<file path="src/rtl/ysyx_25030085_pc_pkg.sv">
// Shared encodings for the PC generator: jump kinds, FSM states and the
// register indices that classify calls and returns.
package ysyx_25030085_pc_pkg;

    typedef enum logic [1:0] {
        JMP_NONE = 2'b00,
        JMP_JAL  = 2'b01,
        JMP_JALR = 2'b10,
        JMP_RSVD = 2'b11
    } jump_e;

    typedef enum logic [1:0] {
        ST_FETCH = 2'd0,
        ST_EXEC  = 2'd1,
        ST_HALT  = 2'd2
    } state_e;

    localparam logic [4:0] REG_ZERO = 5'd0;
    localparam logic [4:0] REG_RA   = 5'd1;

endpackage

</file>
<file path="src/rtl/ysyx_25030085_ras.sv">
// Circular return-address stack: a push when full overwrites the oldest entry,
// and a pop when empty leaves the stack unchanged.
module ysyx_25030085_ras #(
    parameter int XLEN  = 32,
    parameter int DEPTH = 8
) (
    input  logic                           clk,
    input  logic                           rst,
    input  logic                           push,
    input  logic                           pop,
    input  logic [XLEN-1:0]                push_data,
    output logic [XLEN-1:0]                top,
    output logic                           empty,
    output logic [$clog2(DEPTH+1)-1:0]     count
);
    localparam int PW = $clog2(DEPTH);
    localparam int CW = $clog2(DEPTH+1);
    localparam logic [PW-1:0] PTR_ONE   = PW'(1);
    localparam logic [CW-1:0] CNT_ONE   = CW'(1);
    localparam logic [CW-1:0] CNT_FULL  = CW'(DEPTH);

    logic [XLEN-1:0] mem [DEPTH];
    logic [PW-1:0]   wr_ptr_q, wr_ptr_d;
    logic [CW-1:0]   count_q, count_d;
    logic            mem_we;
    logic [PW-1:0]   mem_waddr;

    assign empty = (count_q == '0);
    assign count = count_q;
    assign top   = mem[wr_ptr_q - PTR_ONE];

    always_comb begin
        wr_ptr_d  = wr_ptr_q;
        count_d   = count_q;
        mem_we    = 1'b0;
        mem_waddr = wr_ptr_q;
        if (push && pop) begin
            // Simultaneous pop+push replaces the top entry in place.
            mem_we    = 1'b1;
            mem_waddr = empty ? wr_ptr_q : wr_ptr_q - PTR_ONE;
            if (empty) begin
                wr_ptr_d = wr_ptr_q + PTR_ONE;
                count_d  = CNT_ONE;
            end
        end else if (push) begin
            mem_we   = 1'b1;
            wr_ptr_d = wr_ptr_q + PTR_ONE;
            if (count_q != CNT_FULL) begin
                count_d = count_q + CNT_ONE;
            end
        end else if (pop && !empty) begin
            wr_ptr_d = wr_ptr_q - PTR_ONE;
            count_d  = count_q - CNT_ONE;
        end
    end

    always_ff @(posedge clk) begin
        if (rst) begin
            wr_ptr_q <= '0;
            count_q  <= '0;
        end else begin
            wr_ptr_q <= wr_ptr_d;
            count_q  <= count_d;
        end
    end

    always_ff @(posedge clk) begin
        if (!rst && mem_we) begin
            mem[mem_waddr] <= push_data;
        end
    end

endmodule

</file>
<file path="src/rtl/ysyx_25030085_pcgen.sv">
// PC generator: FETCH/EXEC/HALT handshake with fetch, next-PC selection,
// misalignment redirect to mtvec, and call/return tracking through a RAS.
module ysyx_25030085_pcgen
    import ysyx_25030085_pc_pkg::*;
#(
    parameter int                XLEN      = 32,
    parameter logic [XLEN-1:0]   RESET_PC  = 32'h8000_0000,
    parameter int                RAS_DEPTH = 8
) (
    input  logic                              clk,
    input  logic                              rst,
    output logic [XLEN-1:0]                   pc,
    output logic                              pc_valid,
    input  logic                              pc_ready,
    input  logic                              exu_done,
    input  logic [1:0]                        jump,
    input  logic                              branch_taken,
    input  logic [XLEN-1:0]                   imm,
    input  logic [XLEN-1:0]                   target,
    input  logic [4:0]                        rd,
    input  logic [4:0]                        rs1,
    input  logic                              is_ecall,
    input  logic                              is_mret,
    input  logic                              halt,
    input  logic [XLEN-1:0]                   mtvec,
    input  logic [XLEN-1:0]                   mepc,
    output logic                              misalign,
    output logic                              call_evt,
    output logic                              ret_evt,
    output logic [XLEN-1:0]                   evt_pc,
    output logic [XLEN-1:0]                   evt_dnpc,
    output logic                              ret_mismatch,
    output logic [$clog2(RAS_DEPTH+1)-1:0]    ras_count,
    output logic                              halted
);
    state_e          state_q, state_d;
    logic [XLEN-1:0] pc_q, pc_d;
    logic [XLEN-1:0] evt_pc_q, evt_pc_d;
    logic [XLEN-1:0] evt_dnpc_q, evt_dnpc_d;
    logic            misalign_q, misalign_d;
    logic            call_evt_q, call_evt_d;
    logic            ret_evt_q, ret_evt_d;
    logic            ret_mismatch_q, ret_mismatch_d;

    jump_e           jump_eff;
    logic [XLEN-1:0] ret_target;
    logic [XLEN-1:0] sel_pc;
    logic            sel_misalign;
    logic            is_call;
    logic            is_ret;
    logic            retire;
    logic [XLEN-1:0] ras_top;
    logic            ras_empty;

    // Next-PC candidate and call/return classification of the executing instruction.
    always_comb begin
        jump_eff = jump_e'(jump);
        if (jump_eff == JMP_RSVD) begin
            jump_eff = JMP_NONE;
        end
        ret_target = target & ~XLEN'(1);
        if (is_ecall) begin
            sel_pc = mtvec;
        end else if (is_mret) begin
            sel_pc = mepc;
        end else if (jump_eff == JMP_JAL) begin
            sel_pc = pc_q + imm;
        end else if (jump_eff == JMP_JALR) begin
            sel_pc = ret_target;
        end else if (branch_taken) begin
            sel_pc = target;
        end else begin
            sel_pc = pc_q + XLEN'(4);
        end
        sel_misalign = (sel_pc[1:0] != 2'b00);
        is_call = !is_ecall && !is_mret && (jump_eff != JMP_NONE) && (rd == REG_RA);
        is_ret  = !is_ecall && !is_mret && (jump_eff == JMP_JALR) &&
                  (rd == REG_ZERO) && (rs1 == REG_RA);
    end

    always_comb begin
        state_d        = state_q;
        pc_d           = pc_q;
        evt_pc_d       = evt_pc_q;
        evt_dnpc_d     = evt_dnpc_q;
        misalign_d     = 1'b0;
        call_evt_d     = 1'b0;
        ret_evt_d      = 1'b0;
        ret_mismatch_d = 1'b0;
        retire         = 1'b0;
        case (state_q)
            ST_FETCH: begin
                if (pc_ready) begin
                    state_d = ST_EXEC;
                end
            end
            ST_EXEC: begin
                if (exu_done) begin
                    if (halt) begin
                        state_d = ST_HALT;
                    end else begin
                        retire         = 1'b1;
                        state_d        = ST_FETCH;
                        pc_d           = sel_misalign ? mtvec : sel_pc;
                        misalign_d     = sel_misalign;
                        call_evt_d     = is_call;
                        ret_evt_d      = is_ret;
                        ret_mismatch_d = is_ret && (ras_empty || (ras_top != ret_target));
                        if (is_call || is_ret) begin
                            evt_pc_d   = pc_q;
                            evt_dnpc_d = sel_pc;
                        end
                    end
                end
            end
            ST_HALT: begin
                state_d = ST_HALT;
            end
            default: begin
                state_d = ST_FETCH;
            end
        endcase
    end

    always_ff @(posedge clk) begin
        if (rst) begin
            state_q        <= ST_FETCH;
            pc_q           <= RESET_PC;
            evt_pc_q       <= '0;
            evt_dnpc_q     <= '0;
            misalign_q     <= 1'b0;
            call_evt_q     <= 1'b0;
            ret_evt_q      <= 1'b0;
            ret_mismatch_q <= 1'b0;
        end else begin
            state_q        <= state_d;
            pc_q           <= pc_d;
            evt_pc_q       <= evt_pc_d;
            evt_dnpc_q     <= evt_dnpc_d;
            misalign_q     <= misalign_d;
            call_evt_q     <= call_evt_d;
            ret_evt_q      <= ret_evt_d;
            ret_mismatch_q <= ret_mismatch_d;
        end
    end

    ysyx_25030085_ras #(
        .XLEN  (XLEN),
        .DEPTH (RAS_DEPTH)
    ) u_ras (
        .clk       (clk),
        .rst       (rst),
        .push      (retire && is_call),
        .pop       (retire && is_ret),
        .push_data (pc_q + XLEN'(4)),
        .top       (ras_top),
        .empty     (ras_empty),
        .count     (ras_count)
    );

    assign pc           = pc_q;
    assign pc_valid     = (state_q == ST_FETCH);
    assign halted       = (state_q == ST_HALT);
    assign misalign     = misalign_q;
    assign call_evt     = call_evt_q;
    assign ret_evt      = ret_evt_q;
    assign ret_mismatch = ret_mismatch_q;
    assign evt_pc       = evt_pc_q;
    assign evt_dnpc     = evt_dnpc_q;

endmodule

</file>
<file path="config.mk">
export PLATFORM = sky130hd
export DESIGN_NAME = ysyx_25030085_pcgen
export DESIGN_NICKNAME = d
export VERILOG_FILES = /design/src/rtl/ysyx_25030085_pc_pkg.sv /design/src/rtl/ysyx_25030085_ras.sv /design/src/rtl/ysyx_25030085_pcgen.sv
export SDC_FILE = /design/constraint.sdc
export NUM_CORES = 1
export LEC_CHECK = 0
export CORE_ASPECT_RATIO = 0.8
export CORE_MARGIN = 3
export CORE_UTILIZATION = 30
export CTS_CLUSTER_SIZE = 8
export DETAILED_ROUTE_END_ITERATION = 10
export GPL_TIMING_DRIVEN = 0
export SYNTH_ARGS = -nofsm -noshare
export SYNTH_HDL_FRONTEND = slang
export SYNTH_SLANG_ARGS = --single-unit
</file>
<file path="constraint.sdc">
create_clock -name clk -period 7.45 [get_ports clk]
set_input_delay 1.49 -clock clk [delete_from_list [all_inputs] [get_ports clk]]
set_output_delay 1.49 -clock clk [all_outputs]
set_load 0.01 [all_outputs]
</file>
==> reports/qor.csv, run 1 <==
metric,value,unit
yosys warns,0,
status,completed,
"Hold Violations, Final",0,
Initial Utilization,30.4,%
# rows,79,
number of global-route vias before repair,13700,
root buf cell,clkbuf_16,
number of top-level pins,254,
Layout fillers,5578,
Clock Skew,0.0149,ns
Worst EP required,7.88,ns
"top cells by area, synth","edfxtp_1, dfxtp_1, mux4_2, a21oi_1, nand2_1",
Mapped Nets,1679,
f_max,164,MHz
total core area,0.0583,mm²
Synth Cell Area,0.0177,mm²
Worst setup EP type,flop,
synth unique cells,81,
register area share after synthesis,55.7,%
fin crit period,6.11,ns
Critical Path Fanout Max,10,
crit start category,flop,
post-route setup TNS,0,ns
GRT overflow,0,
via count,14400,
Hold WC Path Type,reg2reg,
# port buffers,252,
P&R area growth vs syn,29.7,%
gp weighted congestion,0.936,
dpl ws,1.53,ns
Nets,2009,
Slew HR,12.5,%
die width,278,µm
mean routed wirelength per cell,26.4,µm
Post-CTS Setup Bufs,0,
PD cells,206,mW/mm²
DRT Pass-1 Iters,6,
final worst-path cycle share,82.0,%
footprint of the multi-input gates,0.00741,mm²
Initial DRC Count,1834,
Max Root-Sink Buffers,3,
H-tree depth,2,
post-route worst setup slack,1.34,ns
global-route wire length before repair,97.1,mm
HPWL Detailed,53.8,mm
Worst Tran Pin Value,1.30,ns
largest net degree at the start of global routing,25,
number of hold buffers added after CTS,0,
Post-DRT Antenna Nets,0,
DIE HEIGHT,223,µm
"Arr. time, crit path",6.54,ns
cells after synthesis,1491,
layout cell share with drive strength beyond 1,11.0,%
"area leader, netlist",edfxtp_1,
Post-synth top flop,edfxtp_1,
CP Class,reg2reg,
CTS resizes,0,
Post-Route WL,69.0,mm
vias per inst,5.50,
die area,0.0621,mm²
post-layout util,39.4,%
# clock sinks,365,
DRC,0,
setup violators final,0,
initial antenna violation count,2,
number of synthesized flops with an enable pin,256,
clock-pin slew on the worst setup and hold paths,0.05,ns
top cell type's share of synthesized area,43.4,%
register area,0.00987,mm²
clk_lat worst skew,0.57,ns
reported leakage power,8.06,nW
max_cap viols,0,
max-slew violations,0,
Synth Area per Inst,11.9,µm²
GRT Util Overall,21.5,%
CTS tree,yes,
VDD IR max,0.168,mV
ys async rst share,0,%
Num CTS Buffers,51,
Yosys reg bits,365,
RSZ-0062 raised after global routing,false,
-- cell usage in the layout, fill, tap and decap left out, drive strengths merged, types with 5 or more instances in the layout --
cell type	n
edfxtp	256
clkdlybuf4s50	252
nand2	157
nor2	133
clkbuf	124
a21oi	120
dfxtp	109
mux4	64
o21ai	58
buf	58
xnor2	55
mux2i	47
nor3	41
ha	38
inv	31
xor2	28
a211oi	22
nand3	21
a21o	21
nand4	18
nor4	16
o211ai	13
a31oi	12
and3	10
nor2b	8
o21a	8
a221oi	8
and2	7
nand2b	7
o31ai	7
a311oi	6
o221ai	6
diode	5
or3	5
o22ai	5
o211a	5
or2	5
-- cell usage after synthesis, types with 5 or more instances --
master    number
nand3_1       21
buf_2         23
buf_1          6
a211oi_1      22
a31oi_1       12
o221ai_1       5
nor2b_1        8
o211ai_1      13
and2_1         7
and3_1        10
inv_1         29
xnor2_1       55
nor3_1        37
o21ai_0       56
ha_1          38
mux2i_1       47
nand2b_1       7
a21oi_1      120
nand2_1      156
o22ai_1        5
a21o_1        21
a221oi_1       5
nor4_1        16
clkbuf_1      54
nand4_1       18
o31ai_1        5
o21a_1         8
nor2_1       132
o211a_1        5
mux4_2        64
dfxtp_1      109
edfxtp_1     256
xor2_1        28
or3_1          5
a311oi_1       6
-- flip-flops by register name, summed over array words and instances, names as in the netlist --
signal,flops
evt_pc,32
call_evt,1
ret_mismatch,1
misalign,1
u_ras.wr_ptr_q,3
ret_evt,1
u_ras.count,4
state_q,2
u_ras.mem,256
pc,32
evt_dnpc,32
-- final cells by class --
type / count / area share [%]
Sequential cell: 365 / 42.9
Multi-Input combinational cell: 1008 / 32.2
Timing Repair Buffer: 277 / 12.3
Clock buffer: 70 / 5.95
Tap cell: 769 / 4.18
Buffer: 87 / 1.63
Inverter: 31 / 0.506
Clock inverter: 3 / 0.239
Antenna cell: 5 / 0.0544
-- logic make-up (layout without fill, tap and decap cells) --
kind of cell               Yosys count  after routing  share of synthesized area [%]
xor gates and xnor gates            83             83                           4.10
other                                0              5                              0
AOI/OAI and AO/OA                  328            328                           12.1
adders and majority gates           40             40                           2.91
muxes                              113            113                           10.9
DFF                                365            365                           55.7
buffers and inverters              118            468                           2.77
and+or+nand+nor                    444            444                           11.5
-- report_power, final --
part	total, mW	internal (mW)	leakage, nW	switching [mW]
logic	0.434	0.172	4.07	0.262
clock network	2.11	1.26	0.687	0.848
registers	2.20	2.17	3.30	0.0250
-- path summary, 6_finish.rpt --
path / to / depth (start not counted) / from / slack [ns]
max reg2reg: ret_mismatch / 13 / u_ras.wr_ptr_q[0] / 1.34
max: ret_mismatch / 13 / u_ras.wr_ptr_q[0] / 1.34
min: evt_pc[10] / 2 / evt_pc[10] / 0.45
min reg2reg: evt_pc[10] / 2 / evt_pc[10] / 0.45
-- through the flow --
stage                     std cells  area, µm²  power [mW]  hold slack [ns]
after floorplan                1491      17700        2.42            0.476
after global placement         2512      21200        2.65            0.443
after detailed placement       2537      21600        2.66            0.443
after CTS                      2610      23000        4.76            0.450
after global routing           2612      23000        4.88            0.468
final                          2615      23000        4.74            0.450
-- routing by layer --
metal | up-vias | routed length [µm] | global-route usage, %
li1 | 6294 | - | -
met1 | 7202 | 30100 | 30.9
met2 | 786 | 29800 | 31.6
met3 | 98 | 7690 | 6.86
met4 | 0 | 1380 | 4.53
met5 | - | 0 | 0
-- critical path, stage by stage, from the launching register on --
cell and delay [ns]:
dfxtp_1 0.33, buf_2 0.24, buf_2 0.45, clkbuf_1 0.58
inv_1 0.27, ha_1 0.43, clkbuf_1 0.54, clkbuf_1 0.74
mux4_2 0.42, mux2i_1 0.17, xnor2_1 0.11, nor4_1 1.08
nand4_1 0.21, o41a_1 0.40
(Power assumes the default switching activity.)
==> inputs of run 2 (changes only) <==
clock period = 5.3 ns   (was 7.45 ns; I/O delays follow)
==> run 2 against run 1 <==
Against the previous run:
- register-to-register slack worse by 0.96 ns
- design area is 0.23% higher
- hold slack better by 0.0028 ns
- clock-buffer cell count stayed put
- utilization is 0.090 points higher
==> reports/qor.csv, run 2 (synthesized netlist as in run 1, its figures left out) <==
metric,value,unit,change
number of hold buffers added after CTS,0,,unchanged
internal power,5.07,mW,+41%
Critical path buffers and inverters,5,,-1
DIE HEIGHT,223,µm,unchanged
Biggest register,u_ras.mem,,
die area,0.0621,mm²,unchanged
Worst Tran Pin Value,1.25,ns,-0.0527 ns
Worst setup EP type,flop,,
NetSw,1.61,mW,+42%
number of top-level pins,254,,unchanged
cells on worst reg2reg path,12,,-1
RSZ-0062 raised after global routing,false,,
Post-CTS Setup Bufs,0,,unchanged
Worst path max stage delay,0.59,ns,-0.49 ns
"Hold Violations, Final",0,,unchanged
fin crit period,4.92,ns,-1.19 ns
global-route wire length before repair,98.8,mm,+1.7%
"Arr. time, crit path",5.37,ns,-1.17 ns
reported leakage power,8.08,nW,+0.27%
initial antenna violation count,3,,+1
clock-pin slew on the worst setup and hold paths,0.05,ns,about the same
Slew HR,16.2,%,+3.7 points
hold endpoint,evt_pc[12],,
HPWL Detailed,53.8,mm,about the same
max reg flops,256,,unchanged
die width,278,µm,unchanged
dpl ws,-0.701,ns,-2.23 ns
worst r2r src,u_ras.wr_ptr_q[0],,
crit start category,flop,,
Layout fillers,5511,,-1.2%
GRT Util Overall,21.9,%,+0.38 points
DRT Pass-1 Iters,7,,+1
Hold WS,0.453,ns,+0.00279 ns
most frequent cells in the layout,"edfxtp_1, clkdlybuf4s50_1, nand2_1",,
Worst EP required,5.75,ns,-2.13 ns
Clock power frac,44.6,%,about the same
VDD IR max,0.210,mV,+25%
PD cells,290,mW/mm²,+41%
Critical-path top delay cell,clkbuf_1,,
Comb power frac,9.2,%,about the same
gp weighted congestion,0.959,,+2.4%
worst hold stages,2,,unchanged
"most common cell after layout, fill and taps aside",edfxtp_1,,
Clock Skew,0.0230,ns,+0.00801 ns
Num CTS Buffers,51,,unchanged
cells along the critical path,buf_2 -> buf_2 -> clkbuf_2 -> inv_1 -> ha_1 -> clkbuf_1 -> mux4_2 -> mux2i_1 -> xnor2_1 -> nor4_1 -> nand4_1 -> o41a_1,,
GRT overflow,0,,unchanged
max-slew violations,0,,unchanged
vias per inst,5.51,,+0.15%
root buf cell,clkbuf_16,,
# clock sinks,365,,unchanged
number of global-route vias before repair,13800,,+0.72%
f_max,203,MHz,+24%
via count,14400,,-0.076%
post-route setup TNS,0,ns,unchanged
clk_lat worst skew,0.59,ns,+0.02 ns
largest net degree at the start of global routing,23,,-8.0%
post-route worst setup slack,0.379,ns,-0.961 ns
hold_sp,evt_pc[12],,
Area after DPL,0.0216,mm²,+0.12%
# rows,79,,unchanged
post-layout util,39.5,%,+0.090 points
Initial DRC Count,1801,,-1.8%
layout cell share with drive strength beyond 1,11.4,%,+0.34 points
most used cell along the critical path,buf_2,,
switching portion of total power,24.2,%,+0.21 points
Post-Route WL,69.5,mm,+0.69%
Nets,2007,,-0.10%
H-tree depth,2,,unchanged
Critical Path Fanout Max,10,,unchanged
Hold WC Path Type,reg2reg,,
max_cap viols,0,,unchanged
Final Cell Area,0.0230,mm²,+0.23%
P&R area growth vs syn,30.0,%,
DRC,0,,unchanged
Post-DRT Antenna Nets,0,,unchanged
Initial Utilization,30.4,%,unchanged
"delay-heaviest family, CP",buffers and inverters,,
FF-to-FF setup slack,0.38,ns,-0.96 ns
total core area,0.0583,mm²,unchanged
Max Root-Sink Buffers,3,,unchanged
# port buffers,252,,unchanged
setup violators final,0,,unchanged
CTS tree,yes,,
status,completed,,
mean routed wirelength per cell,26.6,µm,+0.92%
CP Class,reg2reg,,
Reg power frac,46.2,%,about the same
Reg-to-Reg End,ret_mismatch,,
final worst-path cycle share,92.8,%,+11 points
==> run 2: worst max-delay path by stage <==
stage / end / from / slack [ns] / cells after the start
6_report: ret_mismatch / u_ras.wr_ptr_q[0] / 0.38 / 12
2_1_floorplan: u_ras.mem[2][0] / is_mret / 0.17 / 7
3_5_place_dp: ret_mismatch / u_ras.wr_ptr_q[0] / -0.70 / 13
5_1_grt: ret_mismatch / u_ras.wr_ptr_q[0] / 0.04 / 12
3_3_place_gp: u_ras.mem[3][21] / is_mret / -3.56 / 8
4_1_cts: ret_mismatch / u_ras.wr_ptr_q[0] / 0.04 / 13
==> run 2: timing repair <==
item	4_1_cts	5_1_grt
endpoints found under the setup margin	1	1
pin swaps	0	0
gates resized for setup	6	4
==> run 2: stage by stage <==
stage / instances / total power, mW
after detailed placement: 2535 / 3.73
after CTS: 2608 / 6.70
final: 2609 / 6.68
after global routing: 2609 / 6.87
after global placement: 2512 / 3.73
after floorplan: 1491 / 3.41
==> run 2: routing by layer <==
layer  track usage [%]  routed length, µm  vias to the layer above
met5                 0                  0                        -
met4              5.28               1780                        0
met3              6.59               7450                      114
met2              31.8              29500                      785
met1              31.8              30700                     7184
li1                  -                  -                     6286
==> run 2: cell type report <==
| class | instances | area, µm² | area share [%] |
|---|---|---|---|
| Sequential cell | 365 | 9870 | 42.8 |
| Buffer | 87 | 380 | 1.65 |
| Inverter | 31 | 116 | 0.505 |
| Antenna cell | 1 | 2.50 | 0.0109 |
| Tap cell | 769 | 962 | 4.17 |
| Clock buffer | 70 | 1370 | 5.94 |
| Timing Repair Buffer | 275 | 2830 | 12.3 |
| Clock inverter | 3 | 55.1 | 0.239 |
| Multi-Input combinational cell | 1008 | 7460 | 32.4 |
==> run 2: power by group through the flow <==
| stage | Sequential, mW | Clock, mW | Combinational, mW |
|---|---|---|---|
| CTS | 3.09 | 3.02 | 0.596 |
| global placement | 3.14 | 0 | 0.590 |
| floorplan | 3.13 | 0 | 0.279 |
| finish | 3.09 | 2.98 | 0.611 |
| global route | 3.08 | 3.14 | 0.647 |
| detailed placement | 3.14 | 0 | 0.592 |
==> run 2: worst min-delay path, cell delays in order (launching register included) <==
cell	delay, ns
dfxtp_1	0.30
nand2_1	0.05
a21oi_1	0.05
